`config.mk`:
```
export PLATFORM = sky130hd
export DESIGN_NAME = serial_add_ctrl_flat
export DESIGN_NICKNAME = d
export VERILOG_FILES = /design/src/rtl/serial_add_if.sv /design/src/rtl/serial_add_ctrl.sv /design/src/flat_wrapper.sv
export SDC_FILE = /design/constraint.sdc
export NUM_CORES = 1
export LEC_CHECK = 0
export CORE_MARGIN = 2
export CORE_UTILIZATION = 41
export CTS_CLUSTER_DIAMETER = 60
export CTS_CLUSTER_SIZE = 25
export DETAILED_ROUTE_END_ITERATION = 10
export PLACE_DENSITY = 0.75
export SLEW_MARGIN = 10
export SYNTH_ARGS = -nofsm -noshare
export SYNTH_HDL_FRONTEND = slang
export SYNTH_SLANG_ARGS = --single-unit
```
`constraint.sdc`:
```
create_clock -name clk -period 1.8 [get_ports clk]
set_input_delay 0.54 -clock clk [delete_from_list [all_inputs] [get_ports clk]]
set_output_delay 0.54 -clock clk [all_outputs]
set_load 0.005 [all_outputs]
```
`src/rtl/serial_add_if.sv`:
```
// Handshake and operand/result bundle between the datapath and the bit-serial adder sequencer.
interface serial_add_if #(
    parameter int WIDTH = 8
);
    logic             start;
    logic             sub;
    logic [WIDTH-1:0] a;
    logic [WIDTH-1:0] b;
    logic             busy;
    logic             done;
    logic [WIDTH-1:0] sum;
    logic             cout;
    logic             ovf;

    modport master (
        output start, sub, a, b,
        input  busy, done, sum, cout, ovf
    );

    modport slave (
        input  start, sub, a, b,
        output busy, done, sum, cout, ovf
    );
endinterface

```
`src/rtl/serial_add_ctrl.sv`:
```
// Bit-serial add/subtract sequencer: one full-adder cell, LSB first, WIDTH+1 cycles per result.
//
// state | meaning
// IDLE  | waiting for start, last result held on outputs
// RUN   | one operand bit pair per clock through the adder cell
// DONE  | one-cycle done pulse; start here chains the next operation
module serial_add_ctrl #(
    parameter int WIDTH = 8
) (
    input  logic       clk,
    input  logic       rst,
    serial_add_if.slave bus
);
    localparam int CW = (WIDTH > 1) ? $clog2(WIDTH) : 1;

    typedef enum logic [1:0] {IDLE, RUN, DONE} state_t;

    state_t           state;
    state_t           state_nxt;
    logic [WIDTH-1:0] a_sr;
    logic [WIDTH-1:0] b_sr;
    logic [WIDTH-1:0] s_sr;
    logic [WIDTH-1:0] sum_q;
    logic             carry;
    logic             cout_q;
    logic             ovf_q;
    logic [CW-1:0]    cnt;
    logic             fa_s;
    logic             fa_c;
    logic             last_bit;
    logic             accept;
    logic             busy_o;
    logic             done_o;

    assign fa_s     = a_sr[0] ^ b_sr[0] ^ carry;
    assign fa_c     = (a_sr[0] & b_sr[0]) | (carry & (a_sr[0] ^ b_sr[0]));
    assign last_bit = (cnt == CW'(WIDTH - 1));
    assign accept   = (state != RUN) && bus.start;

    always_ff @(posedge clk or posedge rst) begin
        if (rst) begin
            state <= IDLE;
        end else begin
            state <= state_nxt;
        end
    end

    always_comb begin
        state_nxt = state;
        case (state)
            IDLE:    state_nxt = bus.start ? RUN : IDLE;
            RUN:     state_nxt = last_bit ? DONE : RUN;
            DONE:    state_nxt = bus.start ? RUN : IDLE;
            default: state_nxt = IDLE;
        endcase
    end

    always_comb begin
        busy_o = 1'b0;
        done_o = 1'b0;
        case (state)
            RUN:     busy_o = 1'b1;
            DONE:    done_o = 1'b1;
            default: ;
        endcase
    end

    // Subtraction is a + ~b + 1: the +1 arrives as the initial carry.
    always_ff @(posedge clk or posedge rst) begin
        if (rst) begin
            a_sr   <= '0;
            b_sr   <= '0;
            s_sr   <= '0;
            carry  <= 1'b0;
            cnt    <= '0;
            sum_q  <= '0;
            cout_q <= 1'b0;
            ovf_q  <= 1'b0;
        end else if (accept) begin
            a_sr  <= bus.a;
            b_sr  <= bus.sub ? ~bus.b : bus.b;
            s_sr  <= '0;
            carry <= bus.sub;
            cnt   <= '0;
        end else if (state == RUN) begin
            a_sr  <= a_sr >> 1;
            b_sr  <= b_sr >> 1;
            s_sr  <= {fa_s, s_sr[WIDTH-1:1]};
            carry <= fa_c;
            if (last_bit) begin
                cnt    <= '0;
                sum_q  <= {fa_s, s_sr[WIDTH-1:1]};
                cout_q <= fa_c;
                // carry still holds the carry into the MSB on this edge
                ovf_q  <= carry ^ fa_c;
            end else begin
                cnt <= cnt + 1'b1;
            end
        end
    end

    assign bus.busy = busy_o;
    assign bus.done = done_o;
    assign bus.sum  = sum_q;
    assign bus.cout = cout_q;
    assign bus.ovf  = ovf_q;
endmodule

```
`src/flat_wrapper.sv`:
```
// flat-port wrapper written by rule: the top's interface ports become plain ports
module serial_add_ctrl_flat 
#(
    parameter int WIDTH = 8
)
  (clk, rst, bus_start, bus_sub, bus_a, bus_b, bus_busy, bus_done, bus_sum, bus_cout, bus_ovf);
  serial_add_if #(.WIDTH(WIDTH)) bus_i ();
  input  logic clk;
  input  logic rst;
  input wire logic [$bits(bus_i.start)-1:0] bus_start;
  input wire logic [$bits(bus_i.sub)-1:0] bus_sub;
  input wire logic [$bits(bus_i.a)-1:0] bus_a;
  input wire logic [$bits(bus_i.b)-1:0] bus_b;
  output wire logic [$bits(bus_i.busy)-1:0] bus_busy;
  output wire logic [$bits(bus_i.done)-1:0] bus_done;
  output wire logic [$bits(bus_i.sum)-1:0] bus_sum;
  output wire logic [$bits(bus_i.cout)-1:0] bus_cout;
  output wire logic [$bits(bus_i.ovf)-1:0] bus_ovf;
  assign bus_i.start = bus_start;
  assign bus_i.sub = bus_sub;
  assign bus_i.a = bus_a;
  assign bus_i.b = bus_b;
  assign bus_busy = bus_i.busy;
  assign bus_done = bus_i.done;
  assign bus_sum = bus_i.sum;
  assign bus_cout = bus_i.cout;
  assign bus_ovf = bus_i.ovf;
  serial_add_ctrl #(.WIDTH(WIDTH)) u_core (.clk(clk), .rst(rst), .bus(bus_i));
endmodule
```
==> flow_metrics.py, run 1 <==
metrics = {
    "outcome": {
        "status": "finished, final reports clean",
    },
    "timing": {
        "finalSetupViolCount": 0,
        "rsz0062_at_grt": "no",
        "finalHoldViolCount": 0,
        "setup-tns-final_ns": 0,
        "tightestPinTransition_ns": 0.638,
        "final-max-slew-violation-count": 0,
        "post-route-min-period_ns": 1.75,
        "finClkSkew_ns": 0.00447,
        "relSlewSlack": 0.575,
        "period_share": 0.975,
        "layout_setup_ws_ns": 0.0453,
        "max_clock_freq_mhz": 570,
    },
    "drt": {
        "vias": 1188,
        "wl_met2_mm": 1.43,
        "drc": 0,
        "first_iter_violations": 33,
        "top_layer": "met4",
        "wl_met3_um": 156,
        "wl_per_cell_um": 12.4,
        "via_per_inst": 4.79,
        "routed_wl_mm": 3.09,
        "m1WireLength_mm": 1.47,
        "ant_nets": 0,
        "drt_pre_antenna_iters": 2,
    },
    "yosys": {
        "yosysSeqAreaShare": 0.492,
        "synth.avg_cell_area_um2": 12.5,
        "syn_area_um2": 1980,
        "ys_ff_latch": 39,
        "synth_warnings": 0,
        "syn_nets": 182,
        "yosysTopAreaCell": "dfrtp_1",
        "synth_top_area_share": 0.492,
        "synthTopCellsByArea": "dfrtp_1 (49%), o21ai_2 (11%), mux2i_1 (8.1%), nand2_1 (6.6%), mux2_4 (5.3%)",
        "synth_cell_type_count": 24,
        "synth_cells": 159,
    },
    "floorplan": {
        "dieArea_um2": 5410,
        "pin_count": 32,
        "initial_core_util": 0.423,
        "rows": 25,
        "die_w_um": 73.6,
        "core_um2": 4690,
        "die_h_um": 73.6,
    },
    "layout": {
        "postLayoutCoreUtil": 0.505,
        "layout_common_cells": "dfrtp_1 (39), nand2_1 (35), clkdlybuf4s50_1 (29)",
        "diodes": 0,
        "drive_above_1_share": 0.263,
        "area_delta_synth_final_pct": 19.5,
        "layout_commonest_cell": "dfrtp_1",
        "nets": 216,
    },
    "pwr": {
        "ir_drop_mv": 0.562,
        "p_per_area_nw_per_um2": 1470,
        "p_int_uw": 2300,
        "p_seq_frac": 0.425,
        "p_leak_uw": 0.00112,
        "pwr-share-comb": 0.417,
        "switchingPower_uw": 1190,
        "switching_share": 0.342,
        "power_uw": 3500,
        "pwr-share-clk": 0.158,
    },
    "worst_setup_path": {
        "r2r-end": "u_core.cnt[0]",
        "endpoint_kind": "primary output",
        "path_class": "flop to primary output",
        "crit_fanout": 2,
        "critPathRequiredTime_ns": 1.26,
        "setup.worst_path.start_class": "flop",
        "r2r_start": "u_core.state[1]",
        "critical_path_arrival_ns": 1.21,
        "reg2reg_depth": 4,
        "r2r_slack_ns": 0.23,
    },
    "global_route": {
        "grt_overflow": 0,
        "antenna_found_initial": 0,
        "grt_pass1_wl_mm": 5.27,
        "grt_usage": 0.129,
        "grt_max_degree": 53,
        "grt_pass1_vias": 1151,
    },
    "placement": {
        "pre_cts_slack_ns": 0.0174,
        "gp_congestion": 0.686,
        "portBuffers": 31,
        "dp_hpwl_mm": 2.06,
    },
    "clock_network": {
        "ctsHoldBuffers": 0,
        "clk_pin_slew_ns": 0.07,
        "htree_levels": 2,
        "cts_buffer_depth": 2,
        "cts.sinks": 39,
        "numCtsBuffers": 5,
        "cts_tree": "yes",
        "clkLatencyLatePin_ns": 0.29,
        "root_buffer": "clkbuf_8",
    },
    "worst_hold_path": {
        "min_to": "u_core.b_sr[1]",
        "hp-class": "flop to flop",
        "hold_path.startpoint": "u_core.b_sr[2]",
        "hold_depth": 2,
    },
    "flow_run": {
        "drv_cap": 0,
    },
}
==> area by class of cell <==
type                       instances  area [um^2]
fill                             413         2320
sequential                        39          976
multi-input combinational        106          845
timing repair buffer              38          390
clock buffer                       7         76.3
tap                               54         67.6
inverter                           3         11.3
clock inverter                     1         5.00
==> repair_timing <==
item	CTS	global route
setup buffers	3	0
endpoints found under the hold margin	0	0
endpoints found under the setup margin	2	0
resized for setup	4	0
==> critical path, stage by stage (launching register included) <==
cell and delay, ns:
dfrtp_1 0.42, buf_6 0.14, and2b_2 0.18, clkdlybuf4s15_1 0.19
==> cell usage after synthesis, drive strengths merged <==
| cell type | number |
|---|---|
| a211oi | 1 |
| fa | 1 |
| buf | 11 |
| inv | 3 |
| o22ai | 1 |
| nand2 | 35 |
| o21ai | 26 |
| nand3b | 1 |
| mux2 | 9 |
| xnor2 | 2 |
| ha | 2 |
| xor2 | 7 |
| nor2b | 1 |
| nor2 | 2 |
| nand2b | 1 |
| mux2i | 16 |
| and2b | 1 |
| dfrtp | 39 |
==> registers in the layout, indices dropped and copies added (netlist names) <==
signal and cells:
u_core.a_sr 8, u_core.b_sr 8, u_core.bus.cout 1, u_core.bus.ovf 1, u_core.bus.sum 8, u_core.carry 1
u_core.cnt 3, u_core.s_sr 7, u_core.state 2
==> power by group through the flow <==
stage	clock, uW	sequential (uW)	combinational, uW
after global placement	0	1500	1410
after CTS	578	1490	1490
final	553	1490	1460
after global routing	614	1540	1630
after detailed placement	0	1510	1450
after floorplan	0	1470	1270
==> cells by family after synthesis <==
| kind of cell | Yosys count | share of synthesized area |
|---|---|---|
| adders and majority gates | 3 | 0.0227 |
| DFF | 39 | 0.492 |
| xor gates and xnor gates | 9 | 0.0397 |
| and+or+nand+nor | 41 | 0.0946 |
| AOI/OAI and AO/OA | 28 | 0.124 |
| buffers and inverters | 14 | 0.0826 |
| muxes | 25 | 0.145 |
==> through the flow <==
step	hold slack, ns	cells	instance area, um^2
6_report	0.475	248	2370
5_1_grt	0.508	248	2370
4_1_cts	0.476	248	2370
3_5_place_dp	0.461	237	2260
3_3_place_gp	0.462	237	2260
2_1_floorplan	0.450	159	1980
==> worst max-delay path by stage <==
stage,from,end,slack (ns),depth (start not counted)
after global placement,bus_start,u_core.cnt[0],0.05,5
after detailed placement,bus_start,u_core.cnt[0],0.02,5
after floorplan,u_core.cnt[0],u_core.bus.sum[0],0.35,5
after CTS,u_core.state[1],bus_done,0.03,3
after global routing,u_core.state[1],bus_done,0.006,3
final,u_core.state[1],bus_done,0.05,3
==> routing by layer <==
metal	vias to the layer above	GRT usage
li1	600	-
met1	559	0.174
met2	25	0.193
met3	4	0.0439
met4	0	0.0485
met5	-	0
(Power assumes the default switching activity.)
==> inputs of run 2 (changes only) <==
CORE_UTILIZATION = 53   (was 41)
PLACE_DENSITY = 0.9   (was 0.75)
==> flow_metrics.py, run 2 (synthesized netlist as in run 1, its figures left out) <==
metrics = {
    "worst_setup_path": {
        "critical_path_arrival_ns": 1.18,
        "endpoint_kind": "primary output",
        "critPathRequiredTime_ns": 1.26,
        "setup.worst_path.start_class": "flop",
        "slowest_stage": "dfrtp_1",
        "path_class": "flop to primary output",
        "path_cells": "and2b_2 > dlygate4sd2_1",
        "crit_path_max_incr_delay_ns": 0.42,
        "crit_fanout": 3,
    },
    "pwr": {
        "p_leak_uw": 0.00112,
        "p_seq_frac": 0.418,
        "pwr-share-comb": 0.403,
        "ir_drop_mv": 0.614,
        "switching_share": 0.339,
        "pwr-share-clk": 0.179,
        "p_int_uw": 2360,
        "p_per_area_nw_per_um2": 1510,
        "switchingPower_uw": 1210,
        "power_uw": 3580,
    },
    "clock_network": {
        "numCtsBuffers": 5,
        "cts_buffer_depth": 2,
        "clkLatencyLatePin_ns": 0.29,
        "htree_levels": 2,
        "ctsHoldBuffers": 0,
        "clk_pin_slew_ns": 0.07,
        "root_buffer": "clkbuf_8",
        "cts_tree": "yes",
        "cts.sinks": 39,
    },
    "global_route": {
        "grt_max_degree": 53,
        "grt_pass1_wl_mm": 5.48,
        "antenna_found_initial": 0,
        "grt_overflow": 0,
        "grt_usage": 0.171,
        "grt_pass1_vias": 1207,
    },
    "floorplan": {
        "core_um2": 3630,
        "die_w_um": 65.2,
        "rows": 22,
        "dieArea_um2": 4250,
        "initial_core_util": 0.546,
        "pin_count": 32,
        "die_h_um": 65.2,
    },
    "timing": {
        "relSlewSlack": 0.580,
        "period_share": 0.957,
        "setup-tns-final_ns": 0,
        "final-max-slew-violation-count": 0,
        "tightestPinTransition_ns": 0.630,
        "max_clock_freq_mhz": 581,
        "finalSetupViolCount": 0,
        "finClkSkew_ns": 0.00368,
        "post-route-min-period_ns": 1.72,
        "finalHoldViolCount": 0,
        "rsz0062_at_grt": "no",
    },
    "layout": {
        "nFillCells": 300,
        "nets": 214,
        "layout_commonest_cell": "dfrtp_1",
        "finalInstanceArea_um2": 2360,
        "diodes": 0,
        "layout_common_cells": "dfrtp_1 (39), nand2_1 (35), clkdlybuf4s50_1 (29)",
        "area_delta_synth_final_pct": 19.0,
        "postLayoutCoreUtil": 0.650,
        "drive_above_1_share": 0.260,
    },
    "drt": {
        "via_per_inst": 5.03,
        "vias": 1206,
        "routed_wl_mm": 3.16,
        "drt_pre_antenna_iters": 4,
        "drc": 0,
        "ant_nets": 0,
        "wl_per_cell_um": 13.1,
        "first_iter_violations": 73,
    },
    "placement": {
        "portBuffers": 31,
        "post_dp_cell_area_um2": 2260,
        "dp_hpwl_mm": 2.24,
        "gp_congestion": 0.729,
    },
    "worst_hold_path": {
        "hp-class": "flop to flop",
    },
    "flow_run": {
        "drv_cap": 0,
    },
    "outcome": {
        "status": "finished, final reports clean",
    },
}
## run 2: cell types whose count changed in the layout (fill, tap and decap cells not counted), sizes merged
cell	change
clkdlybuf4s15	-1
dlygate4sd2	+1
buf	-2
clkinv	-1
clkbuf	+1
## run 2: per-stage QoR
step                      setup slack [ns]  hold WS, ns  instances
after floorplan                      0.352        0.450        159
final                               0.0781        0.484        240
after CTS                           0.0616        0.489        240
after global routing                0.0388        0.508        240
after detailed placement            0.0521        0.469        231
after global placement               0.123        0.462        231
## run 2: worst max-delay path: cells and delay by family (launching register included)
kind	cells	cell delay [ns]
flip-flops	1	0.42
buffers and inverters	1	0.26
AND/OR/NAND/NOR	1	0.22
## run 2: repair_timing
action / CTS / global route
gates resized for setup: 2 / 0
hold endpoints to repair: 0 / 0
buffers inserted: 1 / 0
endpoints found under the setup margin: 2 / 0
## run 2: layout make-up
| class | count | area (um^2) | share of cell area |
|---|---|---|---|
| tap | 48 | 60.1 | 0.0254 |
| sequential | 39 | 976 | 0.413 |
| inverter | 3 | 11.3 | 0.00477 |
| multi-input combinational | 106 | 845 | 0.358 |
| clock buffer | 8 | 100 | 0.0424 |
| timing repair buffer | 36 | 370 | 0.157 |
## run 2: path summary, 6_finish.rpt
path / cells past startpoint / slack, ns / from / to
worst max-delay path: 2 / 0.08 / u_core.state[1] / bus_done
worst min-delay path: 2 / 0.48 / u_core.a_sr[5] / u_core.a_sr[4]
worst max register to register: 4 / 0.26 / u_core.state[1] / u_core.cnt[0]
worst min register to register: 2 / 0.48 / u_core.a_sr[5] / u_core.a_sr[4]
max in group asynchronous: 3 / 0.98 / rst / u_core.s_sr[6]
min in group asynchronous: 3 / 0.62 / rst / u_core.bus.sum[0]
## run 2: power groups by stage
stage | combinational, uW | sequential (uW) | clock, uW
4_1_cts | 1470 | 1500 | 662
3_3_place_gp | 1380 | 1490 | 0
6_report | 1440 | 1490 | 639
5_1_grt | 1600 | 1540 | 705
3_5_place_dp | 1460 | 1520 | 0
2_1_floorplan | 1270 | 1470 | 0
## run 2: layer usage
metal  global-route usage  up-vias  wire, um
li1                     -      594         -
met1                0.207      579      1350
met2                0.286       29      1590
met3               0.0599        4       171
met4               0.0547        0        44
met5                    0        -         0
==> inputs of run 3 (changes only) <==
CAP_MARGIN = 10   (was not set)
==> results of run 3 <==
Final layout, timing and power as in run 2 (identical DEF).
